File: src/rtl/pll_phase_pkg.sv
// Shared types and constants for the ECP5 EHXPLLL dynamic phase-shift sequencer.
package pll_phase_pkg;

    typedef enum logic [2:0] {
        IDLE,
        SETUP,
        PULSE,
        GAP,
        WAIT_LOCK,
        DONE
    } state_e;

    localparam logic [1:0] SEL_CLKOP  = 2'd0;
    localparam logic [1:0] SEL_CLKOS  = 2'd1;
    localparam logic [1:0] SEL_CLKOS2 = 2'd2;
    localparam logic [1:0] SEL_CLKOS3 = 2'd3;

    localparam logic DIR_INC = 1'b0;
    localparam logic DIR_DEC = 1'b1;

    function automatic int max4(input int a, input int b,
                                input int c, input int d);
        int m;
        m = a;
        if (b > m) m = b;
        if (c > m) m = c;
        if (d > m) m = d;
        return m;
    endfunction

endpackage

File: src/rtl/pll_phase_ctrl_if.sv
// Command handshake bundle for the phase-shift sequencer.
interface pll_phase_ctrl_if #(
    parameter int STEP_W = 8
);
    logic              cmd_valid;
    logic              cmd_ready;
    logic [1:0]        cmd_sel;
    logic              cmd_dir;
    logic [STEP_W-1:0] cmd_steps;

    modport master (
        output cmd_valid, cmd_sel, cmd_dir, cmd_steps,
        input  cmd_ready
    );

    modport slave (
        input  cmd_valid, cmd_sel, cmd_dir, cmd_steps,
        output cmd_ready
    );
endinterface

File: src/rtl/pll_phase_timer.sv
// Loadable down-counter shared by every timed sequencer state.
module pll_phase_timer #(
    parameter int W = 11
) (
    input  logic         clk_i,
    input  logic         rst_i,
    input  logic         load_i,
    input  logic [W-1:0] val_i,
    output logic         expire_o
);
    logic [W-1:0] cnt_q;
    logic [W-1:0] cnt_d;

    always_comb begin
        cnt_d = cnt_q;
        if (load_i) begin
            cnt_d = val_i;
        end else if (cnt_q != '0) begin
            cnt_d = cnt_q - 1'b1;
        end
    end

    always_ff @(posedge clk_i) begin
        if (rst_i) begin
            cnt_q <= '0;
        end else begin
            cnt_q <= cnt_d;
        end
    end

    assign expire_o = (cnt_q == '0);
endmodule

File: src/rtl/pll_phase_ctrl.sv
// EHXPLLL phase-step sequencer; position tracking built only when
// PLL_PHASE_TRACK_EN is defined.
import pll_phase_pkg::*;

module pll_phase_ctrl #(
    parameter int STEP_W       = 8,
    parameter int POS_W        = 8,
    parameter int SETUP_CYC    = 2,
    parameter int PULSE_CYC    = 4,
    parameter int GAP_CYC      = 8,
    parameter int LOCK_TIMEOUT = 1024
) (
    input  logic             clk_25mhz,
    input  logic             rst,
    pll_phase_ctrl_if.slave  cmd,
    input  logic             pll_lock,
    output logic [1:0]       phasesel,
    output logic             phasedir,
    output logic             phasestep,
    output logic             busy,
    output logic             done,
    output logic             err,
    input  logic [1:0]       pos_sel,
    output logic [POS_W-1:0] phase_pos
);
    localparam int TMAX = max4(SETUP_CYC, PULSE_CYC, GAP_CYC, LOCK_TIMEOUT);
    localparam int TW   = $clog2(TMAX + 1);

    state_e            state_q, state_d;
    logic [1:0]        sel_q;
    logic              dir_q;
    logic [STEP_W-1:0] rem_q;
    logic              lost_q;
    logic              err_q;
    logic              step_q;

    logic          tmr_load;
    logic [TW-1:0] tmr_val;
    logic          tmr_exp;
    logic          accept;
    logic          step_fire;
    logic          timeout;

    pll_phase_timer #(.W(TW)) u_timer (
        .clk_i    (clk_25mhz),
        .rst_i    (rst),
        .load_i   (tmr_load),
        .val_i    (tmr_val),
        .expire_o (tmr_exp)
    );

    assign cmd.cmd_ready = (state_q == IDLE) && !rst;

    // Each timed state lasts (loaded value + 1) cycles.
    always_comb begin
        state_d   = state_q;
        tmr_load  = 1'b0;
        tmr_val   = '0;
        accept    = 1'b0;
        step_fire = 1'b0;
        timeout   = 1'b0;
        unique case (state_q)
            IDLE: begin
                if (cmd.cmd_valid && cmd.cmd_ready) begin
                    accept = 1'b1;
                    if (cmd.cmd_steps == '0) begin
                        state_d = DONE;
                    end else begin
                        state_d  = SETUP;
                        tmr_load = 1'b1;
                        tmr_val  = TW'(SETUP_CYC - 1);
                    end
                end
            end
            SETUP: begin
                if (tmr_exp) begin
                    state_d  = PULSE;
                    tmr_load = 1'b1;
                    tmr_val  = TW'(PULSE_CYC - 1);
                end
            end
            PULSE: begin
                if (tmr_exp) begin
                    state_d   = GAP;
                    step_fire = 1'b1;
                    tmr_load  = 1'b1;
                    tmr_val   = TW'(GAP_CYC - 1);
                end
            end
            GAP: begin
                if (tmr_exp) begin
                    tmr_load = 1'b1;
                    if (rem_q != '0) begin
                        state_d = PULSE;
                        tmr_val = TW'(PULSE_CYC - 1);
                    end else begin
                        state_d = WAIT_LOCK;
                        tmr_val = TW'(LOCK_TIMEOUT - 1);
                    end
                end
            end
            WAIT_LOCK: begin
                if (pll_lock) begin
                    state_d = DONE;
                end else if (tmr_exp) begin
                    state_d = DONE;
                    timeout = 1'b1;
                end
            end
            DONE:    state_d = IDLE;
            default: state_d = IDLE;
        endcase
    end

    always_ff @(posedge clk_25mhz) begin
        if (rst) begin
            state_q <= IDLE;
            sel_q   <= SEL_CLKOP;
            dir_q   <= DIR_INC;
            rem_q   <= '0;
            lost_q  <= 1'b0;
            err_q   <= 1'b0;
            step_q  <= 1'b0;
        end else begin
            state_q <= state_d;
            step_q  <= (state_d == PULSE);
            if (accept) begin
                sel_q  <= cmd.cmd_sel;
                dir_q  <= cmd.cmd_dir;
                rem_q  <= cmd.cmd_steps;
                lost_q <= 1'b0;
                err_q  <= 1'b0;
            end
            if (step_fire) begin
                rem_q <= rem_q - 1'b1;
            end
            if ((state_q == PULSE || state_q == GAP) && !pll_lock) begin
                lost_q <= 1'b1;
            end
            if (state_q == WAIT_LOCK && state_d == DONE) begin
                err_q <= lost_q | timeout;
            end
        end
    end

    assign phasesel  = sel_q;
    assign phasedir  = dir_q;
    assign phasestep = step_q;
    assign busy      = (state_q != IDLE);
    assign done      = (state_q == DONE);
    assign err       = err_q;

`ifdef PLL_PHASE_TRACK_EN
    logic [POS_W-1:0] pos_q [4];

    always_ff @(posedge clk_25mhz) begin
        if (rst) begin
            for (int i = 0; i < 4; i++) begin
                pos_q[i] <= '0;
            end
        end else if (step_fire) begin
            if (dir_q == DIR_DEC) begin
                pos_q[sel_q] <= pos_q[sel_q] - 1'b1;
            end else begin
                pos_q[sel_q] <= pos_q[sel_q] + 1'b1;
            end
        end
    end

    assign phase_pos = pos_q[pos_sel];
`else
    logic unused_pos_sel;
    assign unused_pos_sel = ^pos_sel;
    assign phase_pos      = '0;
`endif
endmodule

File: src/flat_wrapper.sv
// flat-port wrapper written by rule: the top's interface ports become plain ports
module pll_phase_ctrl_flat 
#(
    parameter int STEP_W       = 8,
    parameter int POS_W        = 8,
    parameter int SETUP_CYC    = 2,
    parameter int PULSE_CYC    = 4,
    parameter int GAP_CYC      = 8,
    parameter int LOCK_TIMEOUT = 1024
)
  (clk_25mhz, rst, pll_lock, phasesel, phasedir, phasestep, busy, done, err, pos_sel, phase_pos, cmd_cmd_valid, cmd_cmd_sel, cmd_cmd_dir, cmd_cmd_steps, cmd_cmd_ready);
  pll_phase_ctrl_if #(.STEP_W(STEP_W)) cmd_i ();
  input  logic clk_25mhz;
  input  logic rst;
  input  logic pll_lock;
  output logic [1:0] phasesel;
  output logic phasedir;
  output logic phasestep;
  output logic busy;
  output logic done;
  output logic err;
  input  logic [1:0] pos_sel;
  output logic [POS_W-1:0] phase_pos;
  input wire logic [$bits(cmd_i.cmd_valid)-1:0] cmd_cmd_valid;
  input wire logic [$bits(cmd_i.cmd_sel)-1:0] cmd_cmd_sel;
  input wire logic [$bits(cmd_i.cmd_dir)-1:0] cmd_cmd_dir;
  input wire logic [$bits(cmd_i.cmd_steps)-1:0] cmd_cmd_steps;
  output wire logic [$bits(cmd_i.cmd_ready)-1:0] cmd_cmd_ready;
  assign cmd_i.cmd_valid = cmd_cmd_valid;
  assign cmd_i.cmd_sel = cmd_cmd_sel;
  assign cmd_i.cmd_dir = cmd_cmd_dir;
  assign cmd_i.cmd_steps = cmd_cmd_steps;
  assign cmd_cmd_ready = cmd_i.cmd_ready;
  pll_phase_ctrl #(.STEP_W(STEP_W), .POS_W(POS_W), .SETUP_CYC(SETUP_CYC), .PULSE_CYC(PULSE_CYC), .GAP_CYC(GAP_CYC), .LOCK_TIMEOUT(LOCK_TIMEOUT)) u_core (.clk_25mhz(clk_25mhz), .rst(rst), .cmd(cmd_i), .pll_lock(pll_lock), .phasesel(phasesel), .phasedir(phasedir), .phasestep(phasestep), .busy(busy), .done(done), .err(err), .pos_sel(pos_sel), .phase_pos(phase_pos));
endmodule
File: config.mk
export PLATFORM = sky130hd
export DESIGN_NAME = pll_phase_ctrl_flat
export DESIGN_NICKNAME = d
export VERILOG_FILES = /design/src/rtl/pll_phase_pkg.sv /design/src/rtl/pll_phase_ctrl_if.sv /design/src/rtl/pll_phase_timer.sv /design/src/rtl/pll_phase_ctrl.sv /design/src/flat_wrapper.sv
export SDC_FILE = /design/constraint.sdc
export NUM_CORES = 1
export LEC_CHECK = 0
export ABC_AREA = 1
export CORE_MARGIN = 2
export CORE_UTILIZATION = 45
export CTS_CLUSTER_SIZE = 40
export DETAILED_ROUTE_END_ITERATION = 10
export PLACE_DENSITY = 0.74
export SLEW_MARGIN = 30
export SYNTH_ARGS = -nofsm -noshare
export SYNTH_HDL_FRONTEND = slang
export SYNTH_SLANG_ARGS = --single-unit
File: constraint.sdc
create_clock -name clk_25mhz -period 3.5 [get_ports clk_25mhz]
set_input_delay 0.7 -clock clk_25mhz [delete_from_list [all_inputs] [get_ports clk_25mhz]]
set_output_delay 0.7 -clock clk_25mhz [all_outputs]
set_load 0.03 [all_outputs]
[After elaboration in Yosys (flattened, before gate mapping)]
Cells that the tools add are included.
W data, S select, Z words.
Storage, ports and cells
  input bits: 17
  memory bits (read-only): 0
  RAM bits: 0
  memories: 0
  latch bits: 0
  word-level logic and storage cells: 68
  flip-flop bits (word level): 28
Cells by class
  div/mod/pow operators: 0
  muxes and demuxes: 32
  reductions and logical operators: 18
  order comparisons: 0
  equality and inequality tests: 7
  multiply operators: 0
  add/sub/neg operators: 2
  bitwise operators: 1
  shift operators: 0
Operators with widths (count)
  $mux W11: 4
  $pmux W11 S4: 1
  $mux W3: 9
  $mux W8: 2
  $pmux W3 S5: 1
  $mux W1: 12
  $logic_not A11 Y1: 1
  $reduce_bool A11 Y1: 1
  $sub A11 B1 Y11 const B: 1
  $mux W10: 1
  $eq A3 B2 Y1 const B: 3
  $eq A3 B3 Y1 const B: 3
  $logic_not A8 Y1: 1
  $reduce_bool A2 Y1: 4
  $reduce_bool A8 Y1: 1
  $sub A8 B1 Y8 const B: 1
  $logic_and A1 B1 Y1: 4
  $eq A3 B1 Y1 const B: 1
  $logic_not A3 Y1: 1
  $reduce_bool A3 Y1: 1
  $reduce_or A3 Y1: 1
  $logic_not A1 Y1: 2
  $mux W2: 1
  $pmux W1 S2: 1
  2 further kinds: 2

[Depth between registers and ports, before layout]
Gate-level depths: netlist of run 1.
  depth after elaboration: 8
  depth in mapped cells: 11
  gate-level depth less buffers: 11

[Cells and area by module]
A second synthesis of run 1 with hierarchy kept.
Unflattened totals
  cells, all modules: 277
  area total of the unflattened synthesis: 1805.5 µm²
By module, submodules not included
  pll_phase_ctrl: area an instance 1066.0 µm², cells an instance 160, instances 1
  pll_phase_timer: area an instance 739.5 µm², cells an instance 117, instances 1

[Worst setup path after synthesis of run 1]
No wires, ideal clock.
  path type: register to output
  start point: register u_core.state_q[2]
  end point: output port done
  slack: 1.645 ns
  stages on the path, launching flop included: 3
  required time: 2.800 ns
  arrival time: 1.155 ns
  cells stage by stage: dfxtp_1 -> inv_2 -> nor3_1
Between the ends
  word-level cells in the longest chain between the ends: 1
RTL lines
  from (decl): RTL line pll_phase_ctrl.sv:29  | state_e state_q, state_d;
  from (signal assigned): RTL line pll_phase_ctrl.sv:125  | state_q <= state_d;
  $eq A3 B3 Y1: RTL line pll_phase_ctrl.sv:150  | assign done = (state_q == DONE);
  to (decl): RTL line flat_wrapper.sv:20  | output logic done;
Every way passes these cells.

[Worst setup path in the final report of run 1]
  start point: input port rst
  end point: output port cmd_cmd_ready
Between the ends
  word-level cells in the longest chain between the ends: 2
RTL lines
  from (decl): RTL line flat_wrapper.sv:14  | input logic rst;
  $logic_not A1 Y1: RTL line pll_phase_ctrl.sv:52  | assign cmd.cmd_ready = (state_q == IDLE) && !rst;
  $logic_and A1 B1 Y1: RTL line pll_phase_ctrl.sv:52
  to (decl): RTL line flat_wrapper.sv:28  | output wire logic [$bits(cmd_i.cmd_ready)-1:0] cmd_cmd_ready;
Every way passes these cells.

==> impl_metrics.toml, run 1 <==
[run]
cap_violations = 0

[synth]
number_of_enable_type_register_cells_in_the_synthesized_netlist = 0
synth.distinct_cells = 31
ys_warn_count = 0
yosysSeqAreaShare_pct = 30.9
average_cell_area_after_synthesis_sq_um = 6.62
synthDominantAreaCellType = "dfxtp_1"
synthTopCellsByArea = "dfxtp_1 31%, nand2_1 16%, nor2_1 7.5%, inv_1 6.6%, nand3_1 4.4%"
post_synth_instance_area_sq_mm = 0.00181
synthDominantCellAreaShare_pct = 30.9
synth-async-reset-ratio_pct = 0
synth-seq-cells = 28
netlist_instances = 274
synthFlopType = "dfxtp_1"

[floorplanning]
io_pins = 33
start_util_pct = 46.0
fp-row-count = 23
die-width_um = 67.5
die_height_um = 67.5
core_region_area_sq_mm = 0.00394
die_area_sq_mm = 0.00455

[layout]
nNetsFinal = 318
sequential_cell_area_sq_um = 561
fin_area_sq_mm = 0.00209
layout.core_utilization_pct = 53.0
synthToLayoutAreaGrowth_pct = 15.2
final_common_cell = "nand2_1"
layout_common_cells = "75 x nand2_1, 36 x nor2_1, 32 x inv_1"
post_route_cells_drive_above_1_share_pct = 11.8
filler_cell_count = 389
total_area_of_multi_input_combinational_cells_sq_mm = 0.00103
insertedDiodeCount = 0

[grt]
vias_in_the_first_global_route = 1489
antenna_violations_before_repair = 0
grt_pass1_wl_mm = 6.41
gr-total-overflow = 0
grt_util_all_layers_pct = 18.0
grt_start_max_net_pins = 15

[power_and_ir_drop]
cellPowerDensity_mw_per_mm2 = 696
irDropWorstVdd_uv = 327
static-leakage-power_nw = 0.976

[place]
gp_routability_congestion = 0.906
hpwlAfterDp_mm = 2.82
dp_slack_ns = 0.684
dpl-instance-area_sq_mm = 0.00205
port_buffers = 22

[setup_path]
required_ns = 2.80
critPathCaptureType = "primary output"
critical_path.endpoint = "cmd_cmd_ready"
kind_of_critical_path = "input pin to primary output"
rr_worst_depth = 9
timing.critical_path.from = "rst"
cp_max_fanout = 2
critical_path.reg2reg.endpoint = "u_core.rem_q[3]"
worstPathArrival_ns = 2.10
startpoint_type = "input pin"
regToRegStartpoint = "u_core.u_timer.cnt_q[0]"
ff2ff_setup_slack_ns = 1.71

[clock_tree]
clkSlewWorstSetupHoldPaths_ns = 0.10
cts.path.max_buffers = 2
cts_setup_buffers = 0
htree_num_levels = 1
clock_insertion_delay_worst_skew_ns = 0.28
number_of_instances_resized_during_post_cts_repair = 0
clock_tree_from_tritoncts = "yes"
cts_hold_repair.buffers = 0
cts-buffers-inserted = 3
clk_root_buffer_cell = "clkbuf_8"
cts_num_sinks = 28

[drt]
route.vias.total = 1639
post_drt_via_cell_ratio = 4.74
antenna_left = 0
drt_pass1_iterations = 4
drt-total-wl_mm = 3.68
drt_iter0_markers = 63
drc = 0
routed_wire_length_per_instance_um = 10.6

[sta]
fin_setup_tns_ns = 0
timing.final.max_slew_violations = 0
number_of_endpoints_failing_setup_at_the_final_stage = 0
max_freq_mhz = 358
skew_ns = 0.00503
final_min_period_over_clock_period_pct = 79.9
finalWorstSetupSlack_ns = 0.704
rsz0062_at_grt = "false"
post-route-min-period_ns = 2.80
hold_fails_final_rpt = 0

[outcome]
run_status = "complete, no violations"

[hold_path]
worstHoldPathType = "register to register"
==> logic make-up (layout without fill, tap and decap cells) <==
| kind of cell | after synthesis | in the layout | share of synthesized area (%) |
|---|---|---|---|
| compound gates | 32 | 32 | 9.87 |
| xor+xnor | 9 | 9 | 4.35 |
| fa+ha+maj | 3 | 3 | 2.07 |
| buf+inv | 52 | 67 | 13.7 |
| flops | 28 | 28 | 30.9 |
| other cells | 1 | 8 | 0.207 |
| simple gates | 149 | 149 | 38.9 |
==> report_power, final <==
group	internal (mW)	switching, mW	total [mW]
combinational	0.315	0.510	0.825
clock	0.0774	0.101	0.178
sequential	0.390	0.0617	0.451
total	0.782	0.672	1.45
==> final cells by class <==
class	instances	share of cell area, %
inverter	40	7.55
timing repair buffer	24	11.3
clock buffer	3	1.98
multi-input combinational	201	49.4
tap	50	3.00
sequential	28	26.8
==> worst min path at each step <==
stage / from / end / cells past startpoint
floorplan: u_core.lost_q / u_core.lost_q / 2
global placement: u_core.lost_q / u_core.lost_q / 2
detailed placement: u_core.lost_q / u_core.lost_q / 2
CTS: u_core.lost_q / u_core.lost_q / 2
global route: u_core.lost_q / u_core.lost_q / 2
finish: u_core.lost_q / u_core.lost_q / 2
==> per-stage QoR <==
step                total power, mW  hold WS [ns]  cells
finish                         1.45         0.469    346
global route                   1.59         0.489    346
global placement               1.27         0.449    343
floorplan                      1.14         0.433    281
CTS                            1.46         0.472    346
detailed placement             1.28         0.457    343
==> Yosys cell counts (2+ instances only) <==
library cell  count
a21oi_1          11
nor2_4            3
dfxtp_1          28
nand3_2           4
o21ai_1           7
inv_2             6
nor2_1           36
inv_1            32
a21oi_2           3
a31oi_1           4
nand3_1          16
clkbuf_1          2
nor2_8            2
nand2_1          75
ha_1              3
xnor2_1           6
buf_4             8
o21ai_0           6
buf_6             2
nand2_2           7
xor2_1            3
==> layer usage <==
layer  track usage, %  vias up  share of wire, %
met5                0        -                 0
met4             5.36        0               1.2
met3             2.17        4               5.9
met2             27.7       50                43
met1             26.3      710                50
li1                 -      875                 -
==> registers in the layout (all words and copies together), names as in the netlist <==
name                  count
u_core.lost_q             1
u_core.phasesel           2
u_core.phasedir           1
u_core.u_timer.cnt_q     11
u_core.err                1
u_core.state_q            3
u_core.phasestep          1
u_core.rem_q              8
==> critical path, cell delays in order <==
cell             delay, ns
clkdlybuf4s50_1       0.42
inv_1                 0.09
nand3_2               0.13
inv_1                 0.08
clkdlybuf4s50_1       0.66
Power figures use the tool's default switching activity.
==> run 2, diff against run 1 <==
==> constraint.sdc (replaced) <==
create_clock -name clk_25mhz -period 2.7 [get_ports clk_25mhz]
set_input_delay 0.54 -clock clk_25mhz [delete_from_list [all_inputs] [get_ports clk_25mhz]]
set_output_delay 0.54 -clock clk_25mhz [all_outputs]
set_load 0.03 [all_outputs]
==> run 2 against run 1 <==
Power is 33% higher. Worst hold slack better by 0.011 ns. Via count about the same. Global-route usage increased by 0.080 points. First-iteration DRC count is 79% higher. Clock-buffer cell count increased by 1. Largest cell class unchanged. Clock skew down 0.0032 ns. Utilization grew 0.29 points. Combinational power increased by 31%.
==> impl_metrics.toml, run 2 (synthesis results as in run 1) <==
[hold_path]
min_delay_path_depth = 2
worst_hold_startpoint = "u_core.lost_q"
worstHoldPathType = "register to register"
holdPathEnd = "u_core.lost_q"

[floorplanning]
fp-row-count = 23
io_pins = 33
die-width_um = 67.5
die_area_sq_mm = 0.00455
start_util_pct = 46.0
core_region_area_sq_mm = 0.00394
die_height_um = 67.5

[layout]
sequential_cell_area_sq_um = 561
fin_area_sq_mm = 0.00210
final_common_cell = "nand2_1"
post_route_cells_drive_above_1_share_pct = 12.5
filler_cell_count = 392
layout_common_cells = "75 x nand2_1, 36 x nor2_1, 32 x inv_1"
layout.core_utilization_pct = 53.3
reg.largest.list = "u_core.u_timer.cnt_q (11), u_core.rem_q (8), u_core.state_q (3)"
nNetsFinal = 318
registers.top_by_ff_count = "u_core.u_timer.cnt_q"
largest_reg_flops = 11
finish.cell_count_without_fillers = 347
total_area_of_multi_input_combinational_cells_sq_mm = 0.00103
synthToLayoutAreaGrowth_pct = 15.8
insertedDiodeCount = 0

[clock_tree]
cts.path.max_buffers = 2
cts_setup_buffers = 0
number_of_instances_resized_during_post_cts_repair = 0
cts_num_sinks = 28
htree_num_levels = 1
clkSlewWorstSetupHoldPaths_ns = 0.10
cts-buffers-inserted = 3
clk_root_buffer_cell = "clkbuf_8"
clock_insertion_delay_worst_skew_ns = 0.28
cts_hold_repair.buffers = 0
clock_tree_from_tritoncts = "yes"

[drt]
route.vias.total = 1638
drt-total-wl_mm = 3.68
antenna_left = 0
routed_wire_length_per_instance_um = 10.6
post_drt_via_cell_ratio = 4.72
drt_iter0_markers = 113
drt_pass1_iterations = 4
drc = 0

[setup_path]
ff2ff_setup_slack_ns = 0.92
regToRegStartpoint = "u_core.u_timer.cnt_q[0]"
kind_of_critical_path = "register to primary output"
worstPathArrival_ns = 1.66
cp_max_fanout = 5
rr_worst_depth = 9
critPathCaptureType = "primary output"
required_ns = 2.16
startpoint_type = "register"
critical_path.reg2reg.endpoint = "u_core.rem_q[6]"

[sta]
fin_setup_tns_ns = 0
finalWorstSetupSlack_ns = 0.497
hold_fails_final_rpt = 0
rsz0062_at_grt = "false"
number_of_endpoints_failing_setup_at_the_final_stage = 0
skew_ns = 0.00184
holdWs_ns = 0.480
timing.final.max_slew_violations = 0
post-route-min-period_ns = 2.20
max_freq_mhz = 454
final_min_period_over_clock_period_pct = 81.6

[grt]
gr-total-overflow = 0
grt_pass1_wl_mm = 6.33
grt_util_all_layers_pct = 18.1
grt_start_max_net_pins = 16
antenna_violations_before_repair = 0
vias_in_the_first_global_route = 1399

[run]
cap_violations = 0

[outcome]
run_status = "complete, no violations"

[power_and_ir_drop]
totalPowerFinal_mw = 1.93
cellPowerDensity_mw_per_mm2 = 918
static-leakage-power_nw = 0.984
irDropWorstVdd_uv = 525

[place]
dp_slack_ns = 0.519
gp_routability_congestion = 0.905
dpl-instance-area_sq_mm = 0.00204
port_buffers = 22
dp_cells = 343
hpwlAfterDp_mm = 2.76
run 2: cell count changes in the layout (fill, tap and decap cells not counted):
cell             before  now
buf_4                 2    3
clkbuf_8              3    4
clkdlybuf4s50_1      22   21
run 2: worst max-delay path: stages (launching register included):
cell and delay [ns]:
dfxtp_1 0.43, inv_2 0.09, nor3_1 0.17, clkdlybuf4s50_1 0.69
run 2: power breakdown:
| group | leakage, nW | switching, mW | internal, mW |
|---|---|---|---|
| Sequential | 0.229 | 0.0810 | 0.505 |
| Combinational | 0.726 | 0.670 | 0.407 |
| Clock | 0.0288 | 0.134 | 0.131 |
| Total | 0.984 | 0.886 | 1.04 |
run 2: how the worst max path moves through the flow:
stage	startpoint	endpoint	slack, ns	cells after the start
3_3_place_gp	rst	u_core.u_timer.cnt_q[9]	0.55	9
4_1_cts	u_core.state_q[2]	done	0.50	3
6_report	u_core.state_q[2]	done	0.50	3
2_1_floorplan	u_core.state_q[2]	done	1.01	2
5_1_grt	u_core.state_q[2]	done	0.42	3
3_5_place_dp	rst	u_core.u_timer.cnt_q[9]	0.52	9
run 2: per-layer routing:
metal	part of all wire [%]	GRT usage, %	wire, um
met3	4.9	2.17	181
met4	1.1	4.85	40
met2	43	28.6	1590
met5	0	0	0
met1	51	25.9	1870
run 2: area by class of cell:
| cell class | count | area share, % |
|---|---|---|
| Tap cell | 50 | 2.98 |
| Timing Repair Buffer | 24 | 11.1 |
| Inverter | 40 | 7.51 |
| Multi-Input combinational cell | 201 | 49.1 |
| Clock buffer | 4 | 2.62 |
| Sequential cell | 28 | 26.7 |
==> run 3, diff against run 2 <==
==> constraint.sdc (replaced) <==
create_clock -name clk_25mhz -period 2.1 [get_ports clk_25mhz]
set_input_delay 0.42 -clock clk_25mhz [delete_from_list [all_inputs] [get_ports clk_25mhz]]
set_output_delay 0.42 -clock clk_25mhz [all_outputs]
set_load 0.03 [all_outputs]
==> run 3 against run 2 <==
Worst setup slack got worse by 0.37 ns. Clock skew barely moved. Register-to-register slack got worse by 0.59 ns. Final area rose by 0.48%. Combinational power rose by 28%. Power rose by 29%. Die area did not move. Worst hold slack got worse by 0.011 ns. Global-route usage fell by 0.19 points. First-iteration DRC count fell by 41%. Final cell count rose by 0.29%. Sequential share of layout area fell by 0.13 points.
==> impl_metrics.toml, run 3 (synthesis results as in run 1) <==
[setup_path]
worstPathArrival_ns = 1.56
critical_path.reg2reg.endpoint = "u_core.rem_q[7]"
startpoint_type = "register"
cp_max_fanout = 5
rr_worst_depth = 9
critPathCaptureType = "primary output"
required_ns = 1.68
ff2ff_setup_slack_ns = 0.33
crit_chain = "nor2_4 > nand2_1 > clkdlybuf4s50_1"
regToRegStartpoint = "u_core.u_timer.cnt_q[0]"
timing.critical_path.slowest_stage_cell = "clkdlybuf4s50_1"
kind_of_critical_path = "register to primary output"
worst_path_largest_cell_delay_ns = 0.66

[hold_path]
holdPathEnd = "u_core.lost_q"
worst_hold_startpoint = "u_core.lost_q"
min_delay_path_depth = 2
worstHoldPathType = "register to register"

[sta]
skew_ns = 0.00229
rsz0062_at_grt = "false"
holdWs_ns = 0.469
final_min_period_over_clock_period_pct = 94.2
number_of_endpoints_failing_setup_at_the_final_stage = 0
fin_setup_tns_ns = 0
timing.final.max_slew_violations = 0
post-route-min-period_ns = 1.98
max_freq_mhz = 506
hold_fails_final_rpt = 0

[floorplanning]
die-width_um = 67.5
start_util_pct = 46.0
die_height_um = 67.5
fp-row-count = 23
core_region_area_sq_mm = 0.00394
io_pins = 33
die_area_sq_mm = 0.00455

[place]
gp_routability_congestion = 0.883
port_buffers = 22
hpwlAfterDp_mm = 2.82

[clock_tree]
clock_insertion_delay_worst_skew_ns = 0.28
htree_num_levels = 1
cts-buffers-inserted = 3
clk_root_buffer_cell = "clkbuf_8"
clock_tree_from_tritoncts = "yes"
cts_num_sinks = 28
cts_hold_repair.buffers = 0
cts.path.max_buffers = 2
clkSlewWorstSetupHoldPaths_ns = 0.09
number_of_instances_resized_during_post_cts_repair = 0
cts_setup_buffers = 0

[layout]
layout_common_cells = "75 x nand2_1, 36 x nor2_1, 32 x inv_1"
post_route_cells_drive_above_1_share_pct = 12.8
nNetsFinal = 319
registers.top_by_ff_count = "u_core.u_timer.cnt_q"
reg.largest.list = "u_core.u_timer.cnt_q (11), u_core.rem_q (8), u_core.state_q (3)"
final_common_cell = "nand2_1"
largest_reg_flops = 11
insertedDiodeCount = 0
synthToLayoutAreaGrowth_pct = 16.4

[grt]
use_met2_pct = 28.1
antenna_violations_before_repair = 0
grt.busiest_layer = "met2"
vias_in_the_first_global_route = 1435
groute.layer.met3.usage_pct = 2.17
grt_start_max_net_pins = 16
grt_util_all_layers_pct = 17.9
grtUsageMet1_pct = 25.5
gr-total-overflow = 0
grt_pass1_wl_mm = 6.33

[power_and_ir_drop]
irDropWorstVdd_uv = 551
static-leakage-power_nw = 1.01
cellPowerDensity_mw_per_mm2 = 1180

[drt]
route.vias.total = 1631
post_drt_via_cell_ratio = 4.69
antenna_left = 0
drt_iter0_markers = 67
routed_wire_length_per_instance_um = 10.7
drt_pass1_iterations = 4
drc = 0
drt-total-wl_mm = 3.74

[outcome]
run_status = "complete, no violations"

[run]
cap_violations = 0
-- run 3: how the worst max path moves through the flow --
stage	from	endpoint	cells after the start
finish	u_core.state_q[1]	busy	3
global route	u_core.state_q[1]	busy	3
CTS	u_core.state_q[2]	done	3
detailed placement	rst	u_core.u_timer.cnt_q[9]	9
global placement	rst	u_core.u_timer.cnt_q[2]	9
floorplan	u_core.state_q[2]	done	2
-- run 3: metal layers --
layer | wire (um) | up-vias
met3 | 166 | 4
met1 | 1870 | 711
li1 | - | 881
met5 | 0 | -
met2 | 1660 | 35
met4 | 38 | 0
-- run 3: area by class of cell --
class                      count  area [sq um]
fill                         397          1830
multi-input combinational    201          1030
sequential                    28           561
timing repair buffer          25           243
inverter                      40           158
tap                           50          62.6
clock buffer                   4          55.1
-- run 3: where the power goes --
group / leakage [nW] / switching [mW] / internal [mW]
Combinational: 0.750 / 0.857 / 0.527
Sequential: 0.229 / 0.111 / 0.650
Clock: 0.0288 / 0.169 / 0.168
Total: 1.01 / 1.14 / 1.34
-- run 3: through the flow --
stage	area [sq um]	total power [mW]	utilization (%)	worst slack [ns]	std cells
after floorplan	1840	1.90	-	0.525	281
after global placement	2050	2.11	52.0	0.209	344
after detailed placement	2050	2.14	52.0	0.193	344
after CTS	2110	2.49	53.4	0.0137	348
after global routing	2110	2.71	53.5	0.0573	348
final	2110	2.48	53.5	0.122	348
-- run 3: worst max-delay path, delay by kind of cell (launching register included) --
kind                   cells  cell delay, ns
buffers and inverters      1            0.66
DFF                        1            0.47
and+or+nand+nor            2            0.15
